$ cat src/rtl/mips_multicycle_ctrl.sv
// Multicycle MIPS control FSM: sequences a shared-ALU, single-memory datapath for
// R-type, addi, lw, sw, beq and j, and counts retired instructions.
module mips_multicycle_ctrl #(
    parameter int unsigned CNT_W       = 16,
    parameter bit          MEM_WAIT_EN = 1'b1
) (
    input  logic             clk,
    input  logic             rst,
    input  logic [5:0]       opcode,
    input  logic             mem_ready,
    output logic             PCWrite,
    output logic             Branch,
    output logic             IorD,
    output logic             MemRead,
    output logic             MemWrite,
    output logic             IRWrite,
    output logic             MemtoReg,
    output logic             RegDst,
    output logic             RegWrite,
    output logic             ALUSrcA,
    output logic [1:0]       ALUSrcB,
    output logic [1:0]       ALUOp,
    output logic [1:0]       PCSrc,
    output logic             illegal_op,
    output logic             instr_done,
    output logic [CNT_W-1:0] retired
);

    localparam logic [5:0] OpRtype = 6'h00;
    localparam logic [5:0] OpJ     = 6'h02;
    localparam logic [5:0] OpBeq   = 6'h04;
    localparam logic [5:0] OpAddi  = 6'h08;
    localparam logic [5:0] OpLw    = 6'h23;
    localparam logic [5:0] OpSw    = 6'h2B;

    typedef enum logic [3:0] {
        StIdle   = 4'd0,
        StFetch  = 4'd1,
        StDecode = 4'd2,
        StMemAdr = 4'd3,
        StMemRd  = 4'd4,
        StMemWb  = 4'd5,
        StMemWr  = 4'd6,
        StExec   = 4'd7,
        StAluWb  = 4'd8,
        StAddiEx = 4'd9,
        StAddiWb = 4'd10,
        StBranch = 4'd11,
        StJump   = 4'd12
    } state_e;

    state_e           state_q, state_d;
    logic [CNT_W-1:0] retired_q;
    logic             mem_rdy;

    assign mem_rdy = MEM_WAIT_EN ? mem_ready : 1'b1;
    assign retired = retired_q;

    always_ff @(posedge clk or posedge rst) begin
        if (rst) begin
            state_q   <= StIdle;
            retired_q <= '0;
        end else begin
            state_q <= state_d;
            if (instr_done) begin
                retired_q <= retired_q + CNT_W'(1);
            end
        end
    end

    // Outputs depend on state only, except the mem_ready-gated strobes and exits.
    always_comb begin
        state_d    = state_q;
        PCWrite    = 1'b0;
        Branch     = 1'b0;
        IorD       = 1'b0;
        MemRead    = 1'b0;
        MemWrite   = 1'b0;
        IRWrite    = 1'b0;
        MemtoReg   = 1'b0;
        RegDst     = 1'b0;
        RegWrite   = 1'b0;
        ALUSrcA    = 1'b0;
        ALUSrcB    = 2'b00;
        ALUOp      = 2'b00;
        PCSrc      = 2'b00;
        illegal_op = 1'b0;
        instr_done = 1'b0;

        case (state_q)
            StIdle: state_d = StFetch;
            StFetch: begin
                MemRead = 1'b1;
                ALUSrcB = 2'b01;
                IRWrite = mem_rdy;
                PCWrite = mem_rdy;
                if (mem_rdy) state_d = StDecode;
            end
            StDecode: begin
                ALUSrcB = 2'b11;
                case (opcode)
                    OpRtype:    state_d = StExec;
                    OpAddi:     state_d = StAddiEx;
                    OpLw, OpSw: state_d = StMemAdr;
                    OpBeq:      state_d = StBranch;
                    OpJ:        state_d = StJump;
                    default: begin
                        state_d    = StFetch;
                        illegal_op = 1'b1;
                    end
                endcase
            end
            StMemAdr: begin
                ALUSrcA = 1'b1;
                ALUSrcB = 2'b10;
                state_d = (opcode == OpSw) ? StMemWr : StMemRd;
            end
            StMemRd: begin
                MemRead = 1'b1;
                IorD    = 1'b1;
                if (mem_rdy) state_d = StMemWb;
            end
            StMemWb: begin
                MemtoReg   = 1'b1;
                RegWrite   = 1'b1;
                instr_done = 1'b1;
                state_d    = StFetch;
            end
            StMemWr: begin
                MemWrite = 1'b1;
                IorD     = 1'b1;
                if (mem_rdy) begin
                    instr_done = 1'b1;
                    state_d    = StFetch;
                end
            end
            StExec: begin
                ALUSrcA = 1'b1;
                ALUOp   = 2'b10;
                state_d = StAluWb;
            end
            StAluWb: begin
                RegDst     = 1'b1;
                RegWrite   = 1'b1;
                instr_done = 1'b1;
                state_d    = StFetch;
            end
            StAddiEx: begin
                ALUSrcA = 1'b1;
                ALUSrcB = 2'b10;
                state_d = StAddiWb;
            end
            StAddiWb: begin
                RegWrite   = 1'b1;
                instr_done = 1'b1;
                state_d    = StFetch;
            end
            StBranch: begin
                ALUSrcA    = 1'b1;
                ALUOp      = 2'b01;
                PCSrc      = 2'b01;
                Branch     = 1'b1;
                instr_done = 1'b1;
                state_d    = StFetch;
            end
            StJump: begin
                PCSrc      = 2'b10;
                PCWrite    = 1'b1;
                instr_done = 1'b1;
                state_d    = StFetch;
            end
            default: state_d = StIdle;
        endcase
    end

endmodule

$ cat config.mk
export PLATFORM = sky130hd
export DESIGN_NAME = mips_multicycle_ctrl
export DESIGN_NICKNAME = d
export VERILOG_FILES = /design/src/rtl/mips_multicycle_ctrl.sv
export SDC_FILE = /design/constraint.sdc
export NUM_CORES = 1
export LEC_CHECK = 0
export ABC_CLOCK_PERIOD_IN_PS = 1700
export CAP_MARGIN = 20
export CORE_MARGIN = 5
export CORE_UTILIZATION = 45
export DETAILED_ROUTE_END_ITERATION = 8
export PLACE_DENSITY = 0.79
export SETUP_SLACK_MARGIN = 0.5
export SLEW_MARGIN = 20
export SYNTH_ARGS = -nofsm -noshare
export SYNTH_HDL_FRONTEND = slang
export SYNTH_SLANG_ARGS = --single-unit
$ cat constraint.sdc
create_clock -name clk -period 1.7 [get_ports clk]
set_clock_uncertainty 0.1 [all_clocks]
set_input_delay 0.255 -clock clk [delete_from_list [all_inputs] [get_ports clk]]
set_output_delay 0.255 -clock clk [all_outputs]
set_load 0.02 [all_outputs]
==> results of run 1 <==
synthesized netlist by cell type (2+ instances only):
| master | number |
|---|---|
| nand3_1 | 4 |
| nor3_1 | 5 |
| clkbuf_1 | 3 |
| a211oi_1 | 2 |
| xor2_1 | 4 |
| nor4_1 | 2 |
| buf_4 | 2 |
| a32oi_1 | 2 |
| dfrtp_1 | 20 |
| nor2b_1 | 3 |
| nor2_1 | 18 |
| inv_2 | 3 |
| and2_1 | 3 |
| nand2b_1 | 7 |
| buf_2 | 4 |
| and4_1 | 2 |
| inv_1 | 3 |
| xnor2_1 | 14 |
| nand2_1 | 11 |
| a21oi_1 | 4 |
| o21ai_0 | 3 |
| nand4_1 | 7 |
| nor4b_1 | 2 |
logic make-up after synthesis:
group,count (synthesis)
buf+inv,16
simple gates,68
mux,1
compound gates,22
flops,20
xor+xnor,18
fa+ha+maj,1
per-stage QoR:
stage	instance area, um2	util (%)	worst slack (ps)
detailed placement	2140	78.2	-831
global placement	2140	78.2	-702
floorplan	1460	-	103
==> flow_summary.yaml, run 1 <==
outcome:
  status: "stopped before the end"
  stop_stage: "clock tree synthesis"
  error: "[ERROR DPL-0038] Utilization greater than 100%, impossible to legalize"
placed_design:
  gp_congestion: 0.847
  dp.cells: 249
  place.port_buffers: 42
  hpwlAfterDp_um: 3140
synth:
  yosys-top-cells-area: "dfrtp_1 (39%), xnor2_1 (9.7%), nor2_1 (5.3%), nand2b_1 (3.5%), nand4_1 (3.5%)"
  synthDistinctLibCells: 41
  synth_xor_area_share_pct: 12.4
  synth_fa_ha_area_share_pct: 0.986
  synth_edf_count: 0
  ys.flop_type: "dfrtp_1"
  yosysSeqAreaShare_pct: 39.4
  synth_compound_area_share_pct: 12.4
  synthArstFlopShare_pct: 100
  postSynthAreaPerCell_um2: 8.69
  synth_top_area_share_pct: 39.4
  synth_mux_area_share_pct: 0.789
  yosys_warnings: 0
  synth-simple-area-share_pct: 28.2
  synth_top_family_by_area: "simple AND/OR/NAND/NOR gates"
  netlist_instances: 146
  synthesis.area_um2: 1270
  synth-seq-cells: 20
  syn-num-nets: 156
  yosysTopAreaCell: "dfrtp_1"
clock_network:
  clockBufferDepth: 2
  clock-root-buffer: "clkbuf_4"
  cts_sinks: 20
  htree_num_levels: 1
  cts-resized-gates: 269
  hold_buffers: 0
  post_cts_buffers: 42
  numCtsBuffers: 3
floorplanning:
  io_pins: 43
  fp.dieW_um: 63.1
  placementRows: 19
  die_y_um: 63.1
  initial_utilization_pct: 46.4
==> inputs of run 2 (changes only) <==
--- a/config.mk
+++ b/config.mk
@@ -8,10 +8,9 @@
 export ABC_CLOCK_PERIOD_IN_PS = 1700
 export CAP_MARGIN = 20
 export CORE_MARGIN = 5
-export CORE_UTILIZATION = 45
+export CORE_UTILIZATION = 30
 export DETAILED_ROUTE_END_ITERATION = 8
-export PLACE_DENSITY = 0.79
-export SETUP_SLACK_MARGIN = 0.5
+export PLACE_DENSITY_LB_ADDON = 0.15
 export SLEW_MARGIN = 20
 export SYNTH_ARGS = -nofsm -noshare
 export SYNTH_HDL_FRONTEND = slang
==> flow_summary.yaml, run 2 <==
power:
  p_total_uw: 3280
  p_leak_uw: 0.00110
  power.density_nw_per_um2: 1430
  vdd_drop_max_mv: 0.986
floorplanning:
  fp.dieW_um: 75.0
  die_y_um: 75.0
  die_area_um2: 5630
  placementRows: 23
  coreArea_um2: 4060
  initial_utilization_pct: 31.3
  io_pins: 43
route:
  drt-initial-drc-count: 52
  routed_wl_um: 4090
  postRouteAntennaNets: 0
  avgViaCountPerCell: 5.11
  wl_per_cell_um: 15.0
  dr_total_vias: 1396
  drc: 0
  firstDrtPassIters: 4
worst_setup_path:
  required_ps: 1340
  cp.buffers_inverters: 3
  critPathMaxFanout: 12
  critPathKind: "reg2out"
  reg2reg_from: "state_q[0]$_DFFE_PP0P_"
  worstSetupStartpointType: "register"
  rr_worst_depth: 6
  r2r_setup_slack_ps: 20
  crit_slowest_cell: "dfrtp_1"
  critPathTopFamily: "flip-flops"
  r2r_end: "retired[11]$_DFFE_PP0P_"
  end_kind: "output port"
  cp.arrival_ps: 1400
  cp_slowest_stage_delay_ps: 400
  path_cells: "buf_12, mux2i_2, a22oi_2, inv_2, buf_6"
grt:
  grt_start_max_net_pins: 21
  track_usage_pct: 14.8
  grt_remaining_overflow: 0
  antenna_found_initial: 0
  grt_pass1_vias: 1428
  grt_pass1_wl_um: 6460
synth:
  synthTopCellsByCount: "dfrtp_1 (20), nor2_1 (18), xnor2_1 (14)"
  synthesis.area_um2: 1270
  synth_edf_count: 0
  ys.flop_type: "dfrtp_1"
  syn-num-nets: 156
  yosysTopAreaCell: "dfrtp_1"
  netlist_instances: 146
  synth-seq-cells: 20
  yosys-top-cells-area: "dfrtp_1 (39%), xnor2_1 (9.7%), nor2_1 (5.3%), nand2b_1 (3.5%), nand4_1 (3.5%)"
  synth_most_common_cell: "dfrtp_1"
  yosysSeqAreaShare_pct: 39.4
  synth_top_area_share_pct: 39.4
  postSynthAreaPerCell_um2: 8.69
  synthDistinctLibCells: 41
  synthArstFlopShare_pct: 100
  yosys_warnings: 0
layout:
  fillers: 354
  fin_util_pct: 56.6
  drive_above_1_share_pct: 47.1
  largest_reg_flops: 16
  area_growth_pct: 80.9
  multi_input_area_um2: 946
  finalInstanceArea_um2: 2290
  final_common_cell: "buf_4"
  layout_common_cells: "buf_4 (44), dfrtp_1 (19), xnor2_1 (13)"
  diodes: 0
  nets: 234
  seqCellArea_um2: 502
placed_design:
  place_area_um2: 2010
  place_ws_ps: -706
  hpwlAfterDp_um: 2810
  gp_congestion: 0.916
  place.port_buffers: 42
sta:
  hold_slack_ps: 219
  rsz0062_at_grt: "yes"
  hold_viol_final: 0
  worst_slew_pin_slew_ps: 322
  fin_crit_ps: 1750
  finalSetupViolCount: 5
  fin_ws_ps: -51.9
  fin_crit_sh_pct: 103
  slew_headroom_pct: 78.4
  finalMaxSlewViolations: 0
  max_freq_ghz: 0.571
clock_network:
  cts.reportedPaths.clkPinSlew_ps: 80
  clock-root-buffer: "clkbuf_8"
  htree_num_levels: 1
  clockBufferDepth: 2
  cts_sinks: 20
  numCtsBuffers: 3
  clkLatencyLatePin_ps: 260
  cts_tree: "done"
flow_run:
  drv_cap: 0
outcome:
  violations: "setup timing"
  status: "complete, but fails checks"
hold_path:
  hp-class: "in2async"
run 2: cell counts after synthesis:
Identical to the previous run, type by type.
run 2: repair_timing:
action | 4_1_cts | 5_1_grt
endpoints found under the setup margin | 30 | 30
gates resized for setup | 118 | 43
buffers inserted | 4 | 2
endpoints found under the hold margin | 0 | 0
hold buffers | 0 | 0
gates cloned | 0 | 0
pin swaps | 9 | 6
run 2: power breakdown:
part | internal [uW] | switching, uW
logic | 1110 | 1120
clock network | 206 | 164
registers | 560 | 112
run 2: worst max path at each step:
stage	start	to	cells past startpoint
2_1_floorplan	state_q[2]$_DFFE_PP0P_	PCWrite	4
5_1_grt	state_q[3]$_DFFE_PP0P_	PCWrite	4
3_3_place_gp	opcode[2]	illegal_op	6
6_report	state_q[1]$_DFFE_PP0P_	instr_done	5
3_5_place_dp	opcode[2]	illegal_op	6
4_1_cts	state_q[0]$_DFFE_PP0P_	instr_done	5
run 2: per-stage QoR:
step           TNS (ps)  instances
2_1_floorplan      -152        146
3_3_place_gp      -7610        263
3_5_place_dp      -7790        263
4_1_cts            -235        271
5_1_grt           -1170        273
6_report           -183        273
run 2: tightest hold or removal path, stage by stage:
cell and delay (ps):
clkdlybuf4s50_1 400, inv_1 50, buf_4 260
run 2: metal layers:
metal,vias to the layer above,wire (um),GRT usage (%)
li1,660,-,-
met1,653,1720,17.9
met2,66,1950,25.9
met3,17,248,2.40
met4,0,180,5.93
met5,-,0,0
run 2: logic make-up (layout without fill, tap and decap cells):
family                   count (synthesis)  in the layout  synth area share [%]
XOR/XNOR                                18             18                  12.4
buffers and inverters                   16             93                  5.72
flip-flops                              20             20                  39.4
adder cells (fa/ha/maj)                  1              1                 0.986
AO/OA/AOI/OAI                           22             22                  12.4
multiplexers                             1              1                 0.789
AND/OR/NAND/NOR                         68             68                  28.2
run 2: final cells by class:
cell class              count  area share [%]
clock buffers               4            2.40
inverters                   6           0.981
multi-input cells         110            41.2
flip-flops and latches     20            21.9
well taps                  50            2.73
repair buffers             83            30.8
(Power assumes the default switching activity.)
==> inputs of run 3 (changes only) <==
--- a/config.mk
+++ b/config.mk
@@ -7,9 +7,12 @@
 export LEC_CHECK = 0
 export ABC_CLOCK_PERIOD_IN_PS = 1700
 export CAP_MARGIN = 20
+export CELL_PAD_IN_SITES_DETAIL_PLACEMENT = 1
+export CELL_PAD_IN_SITES_GLOBAL_PLACEMENT = 1
 export CORE_MARGIN = 5
 export CORE_UTILIZATION = 30
 export DETAILED_ROUTE_END_ITERATION = 8
+export MAX_ROUTING_LAYER = met4
 export PLACE_DENSITY_LB_ADDON = 0.15
 export SLEW_MARGIN = 20
 export SYNTH_ARGS = -nofsm -noshare
==> flow_summary.yaml, run 3 (synthesized netlist as in run 2, its figures left out) <==
worst_setup_path:
  critPathMaxFanout: 5
  r2r_setup_slack_ps: 30
  cp.arrival_ps: 1450
  cp_slowest_stage_delay_ps: 440
  end_kind: "output port"
  reg2reg_from: "state_q[0]$_DFFE_PP0P_"
  critPathKind: "reg2out"
  path_cells: "nor2b_2, o21bai_4, a22oi_2, inv_2, buf_6"
  r2r_end: "retired[7]$_DFFE_PP0P_"
  crit_slowest_cell: "dfrtp_2"
  rr_worst_depth: 6
  required_ps: 1340
  worstSetupStartpointType: "register"
floorplanning:
  die_area_um2: 5630
  placementRows: 23
  die_y_um: 75.0
  io_pins: 43
  fp.dieW_um: 75.0
  coreArea_um2: 4060
  initial_utilization_pct: 31.3
layout:
  layout_common_cells: "buf_4 (46), dfrtp_1 (17), buf_6 (15)"
  area_growth_pct: 88.7
  nets: 240
  final_common_cell: "buf_4"
  finalNonFillerCells: 279
  largest_reg_flops: 16
  drive_above_1_share_pct: 47.6
  fin_util_pct: 59.0
  fillers: 430
  diodes: 0
grt:
  track_usage_pct: 18.9
  grt_remaining_overflow: 0
  grt_pass1_wl_um: 7910
  grt_start_max_net_pins: 21
  grt_pass1_vias: 1591
  antenna_found_initial: 0
clock_network:
  clock-root-buffer: "clkbuf_8"
  clkLatencyLatePin_ps: 260
  numCtsBuffers: 3
  cts_tree: "done"
  cts.reportedPaths.clkPinSlew_ps: 80
  cts_sinks: 20
  clockBufferDepth: 2
  htree_num_levels: 1
route:
  avgViaCountPerCell: 5.07
  dr_total_vias: 1415
  drc: 0
  wl_per_cell_um: 18.0
  routed_wl_um: 5010
  firstDrtPassIters: 4
  drt-initial-drc-count: 63
  postRouteAntennaNets: 0
placed_design:
  place.port_buffers: 42
  gp_congestion: 0.878
  hpwlAfterDp_um: 3250
  dp.cells: 262
flow_run:
  drv_cap: 0
power:
  power.density_nw_per_um2: 1460
  p_leak_uw: 0.00115
  vdd_drop_max_mv: 0.874
  power_frac_clock_pct: 10.7
  switchingPower_uw: 1480
  power.internal_uw: 2010
  p_seq_share_pct: 19.7
  pwr-share-comb_pct: 69.6
  switching_share_pct: 42.5
sta:
  hold_viol_final: 0
  fin_ws_ps: -106
  worst_slew_pin_slew_ps: 313
  fin_crit_sh_pct: 106
  finalSetupViolCount: 12
  hold_slack_ps: 235
  rsz0062_at_grt: "yes"
  max_freq_ghz: 0.554
  finalMaxSlewViolations: 0
  slew_headroom_pct: 79.1
  fin_crit_ps: 1810
outcome:
  violations: "setup timing"
  status: "complete, but fails checks"
hold_path:
  hp-class: "in2async"
## run 3: power by group through the flow
stage	Sequential (uW)	Clock [uW]	Combinational, uW
2_1_floorplan	696	0	903
3_3_place_gp	689	0	1820
3_5_place_dp	697	0	1860
4_1_cts	696	377	2190
5_1_grt	711	392	2590
6_report	689	374	2430
## run 3: what timing repair did
item,CTS,global route
pin swaps,11,7
gates resized for setup,135,32
setup endpoints to repair,37,37
cloned,1,0
hold buffers,0,0
setup buffers,8,4
## run 3: critical path, delay by kind of cell, from the launching register on
family / cells / cell delay (ps)
buffers and inverters: 2 / 230
flip-flops: 1 / 440
AND/OR/NAND/NOR: 1 / 170
AO/OA/AOI/OAI: 2 / 350
## run 3: layout make-up
cell class	count	area (um2)	area share, %
well taps	50	62.6	2.61
clock buffers	4	55.1	2.30
inverters	6	22.5	0.941
multi-input cells	110	908	38.0
repair buffers	89	841	35.1
flip-flops and latches	20	504	21.1
## run 3: routing by layer
metal	part of all wire [%]	global-route usage (%)
met4	3.1	7.51
met2	55	34.8
met5	0	-
met1	39	21.1
met3	2.9	1.07
## run 3: worst max path at each step
stage	startpoint	endpoint	slack, ps	cells past startpoint
global route	state_q[0]$_DFFE_PP0P_	PCWrite	-170	5
global placement	opcode[2]	illegal_op	-670	6
detailed placement	opcode[0]	illegal_op	-740	6
finish	state_q[0]$_DFFE_PP0P_	instr_done	-110	5
CTS	state_q[0]$_DFFE_PP0P_	instr_done	-100	5
floorplan	state_q[2]$_DFFE_PP0P_	PCWrite	-150	4
## run 3: per-stage QoR
stage          TNS, ps  power [uW]  cell area (um2)  setup slack, ps
2_1_floorplan     -152        1600             1290             -152
3_3_place_gp     -9150        2510             1990             -672
3_5_place_dp    -10180        2560             1990             -740
4_1_cts           -415        3270             2250            -99.2
5_1_grt          -1890        3690             2390             -169
6_report          -682        3490             2390             -106
==> inputs of run 4 (changes only) <==
--- a/config.mk
+++ b/config.mk
@@ -9,6 +9,7 @@
 export CAP_MARGIN = 20
 export CELL_PAD_IN_SITES_DETAIL_PLACEMENT = 1
 export CELL_PAD_IN_SITES_GLOBAL_PLACEMENT = 1
+export CORE_ASPECT_RATIO = 0.9
 export CORE_MARGIN = 5
 export CORE_UTILIZATION = 30
 export DETAILED_ROUTE_END_ITERATION = 8
==> flow_summary.yaml, run 4 (synthesized netlist as in run 2, its figures left out) <==
placed_design:
  gp_congestion: 0.808
  place_ws_ps: -752
  hpwlAfterDp_um: 3200
  place.port_buffers: 42
  dp.cells: 259
clock_network:
  clkLatencyLatePin_ps: 260
  clockBufferDepth: 2
  htree_num_levels: 1
  cts.reportedPaths.clkPinSlew_ps: 80
  hold_buffers: 0
  cts_tree: "done"
  clock-root-buffer: "clkbuf_8"
  cts_sinks: 20
  numCtsBuffers: 3
route:
  firstDrtPassIters: 4
  routed_wl_um: 4590
  dr_total_vias: 1396
  drc: 0
  postRouteAntennaNets: 0
  wl_per_cell_um: 16.9
  avgViaCountPerCell: 5.13
  drt-initial-drc-count: 57
grt:
  grt_remaining_overflow: 0
  track_usage_pct: 16.3
  grt_start_max_net_pins: 21
  grt_pass1_wl_um: 7360
  antenna_found_initial: 0
  grt_pass1_vias: 1503
sta:
  hold_viol_final: 0
  fin_crit_ps: 1860
  slew_headroom_pct: 81.5
  rsz0062_at_grt: "yes"
  fin_ws_ps: -162
  max_freq_ghz: 0.537
  finalMaxSlewViolations: 0
  worst_slew_pin_slew_ps: 276
  fin_crit_sh_pct: 110
  tns_ps: -1440
  finalSetupViolCount: 26
worst_setup_path:
  end_kind: "output port"
  worstSetupStartpointType: "register"
  rr_worst_depth: 6
  r2r_setup_slack_ps: -100
  required_ps: 1340
  cp.arrival_ps: 1510
  critPathMaxFanout: 6
  critPathKind: "reg2out"
layout:
  finalNonFillerCells: 272
  nets: 235
  multi_input_area_um2: 863
  fillers: 474
  drive_above_1_share_pct: 42.0
  seqCellArea_um2: 504
  largest_reg_flops: 16
  area_growth_pct: 80.9
  layout_common_cells: "buf_4 (40), dfrtp_1 (17), nor2_1 (14), buf_6 (14), xnor2_1 (13)"
  final_common_cell: "buf_4"
  diodes: 0
floorplanning:
  die_y_um: 71.7
  die_area_um2: 5630
  coreArea_um2: 4070
  fp.dieW_um: 78.6
  initial_utilization_pct: 31.1
  io_pins: 43
  placementRows: 22
power:
  power.density_nw_per_um2: 1500
  p_leak_uw: 0.00118
  vdd_drop_max_mv: 0.787
  p_total_uw: 3430
hold_path:
  hp-class: "in2async"
outcome:
  violations: "setup timing"
  status: "complete, but fails checks"
flow_run:
  drv_cap: 0
[run 4: power by group]
group	internal [uW]	leakage (uW)	switching, uW
Clock	315	0.0000357	173
Sequential	564	0.000266	154
Combinational	1120	0.000879	1110
[run 4: path summary, 6_finish.rpt]
check,endpoint,from
max,instr_done,state_q[1]$_DFFE_PP0P_
min,retired[13]$_DFFE_PP0P_,rst
max reg2reg,retired[7]$_DFFE_PP0P_,state_q[1]$_DFFE_PP0P_
min reg2reg,retired[15]$_DFFE_PP0P_,retired[15]$_DFFE_PP0P_
max in group asynchronous,state_q[1]$_DFFE_PP0P_,rst
min in group clk,retired[15]$_DFFE_PP0P_,retired[15]$_DFFE_PP0P_
[run 4: final cells by class]
type                            instances  share of cell area (%)
Sequential cell                        20                    22.0
Multi-Input combinational cell        110                    37.6
Timing Repair Buffer                   84                    33.7
Clock buffer                            3                    1.80
Tap cell                               48                    2.62
Clock inverter                          1                    1.31
Inverter                                6                   0.981
[run 4: critical path, stage by stage, from the launching register on]
cell and delay [ps]:
dfrtp_2 490, buf_6 150, mux2i_2 150, a22oi_2 240, inv_2 70, buf_6 130
[run 4: metrics by stage]
stage          area [um2]  hold WS (ps)  util (%)
2_1_floorplan        1290           119         -
3_3_place_gp         1980           356      48.7
3_5_place_dp         1980           363      48.7
4_1_cts              2140           224      52.5
5_1_grt              2290           258      56.3
6_report             2290           217      56.3
[run 4: what timing repair did]
item,CTS,global route
pin swaps,6,3
buffers inserted,5,4
gates resized for setup,117,35
cloned,0,0
setup endpoints to repair,29,41
[run 4: per-layer routing]
metal | global-route usage, % | vias to the layer above | wire [um]
li1 | - | 661 | -
met1 | 21.8 | 703 | 2150
met2 | 27.0 | 28 | 2340
met3 | 1.51 | 4 | 77
met4 | 3.50 | 0 | 26
met5 | - | - | 0
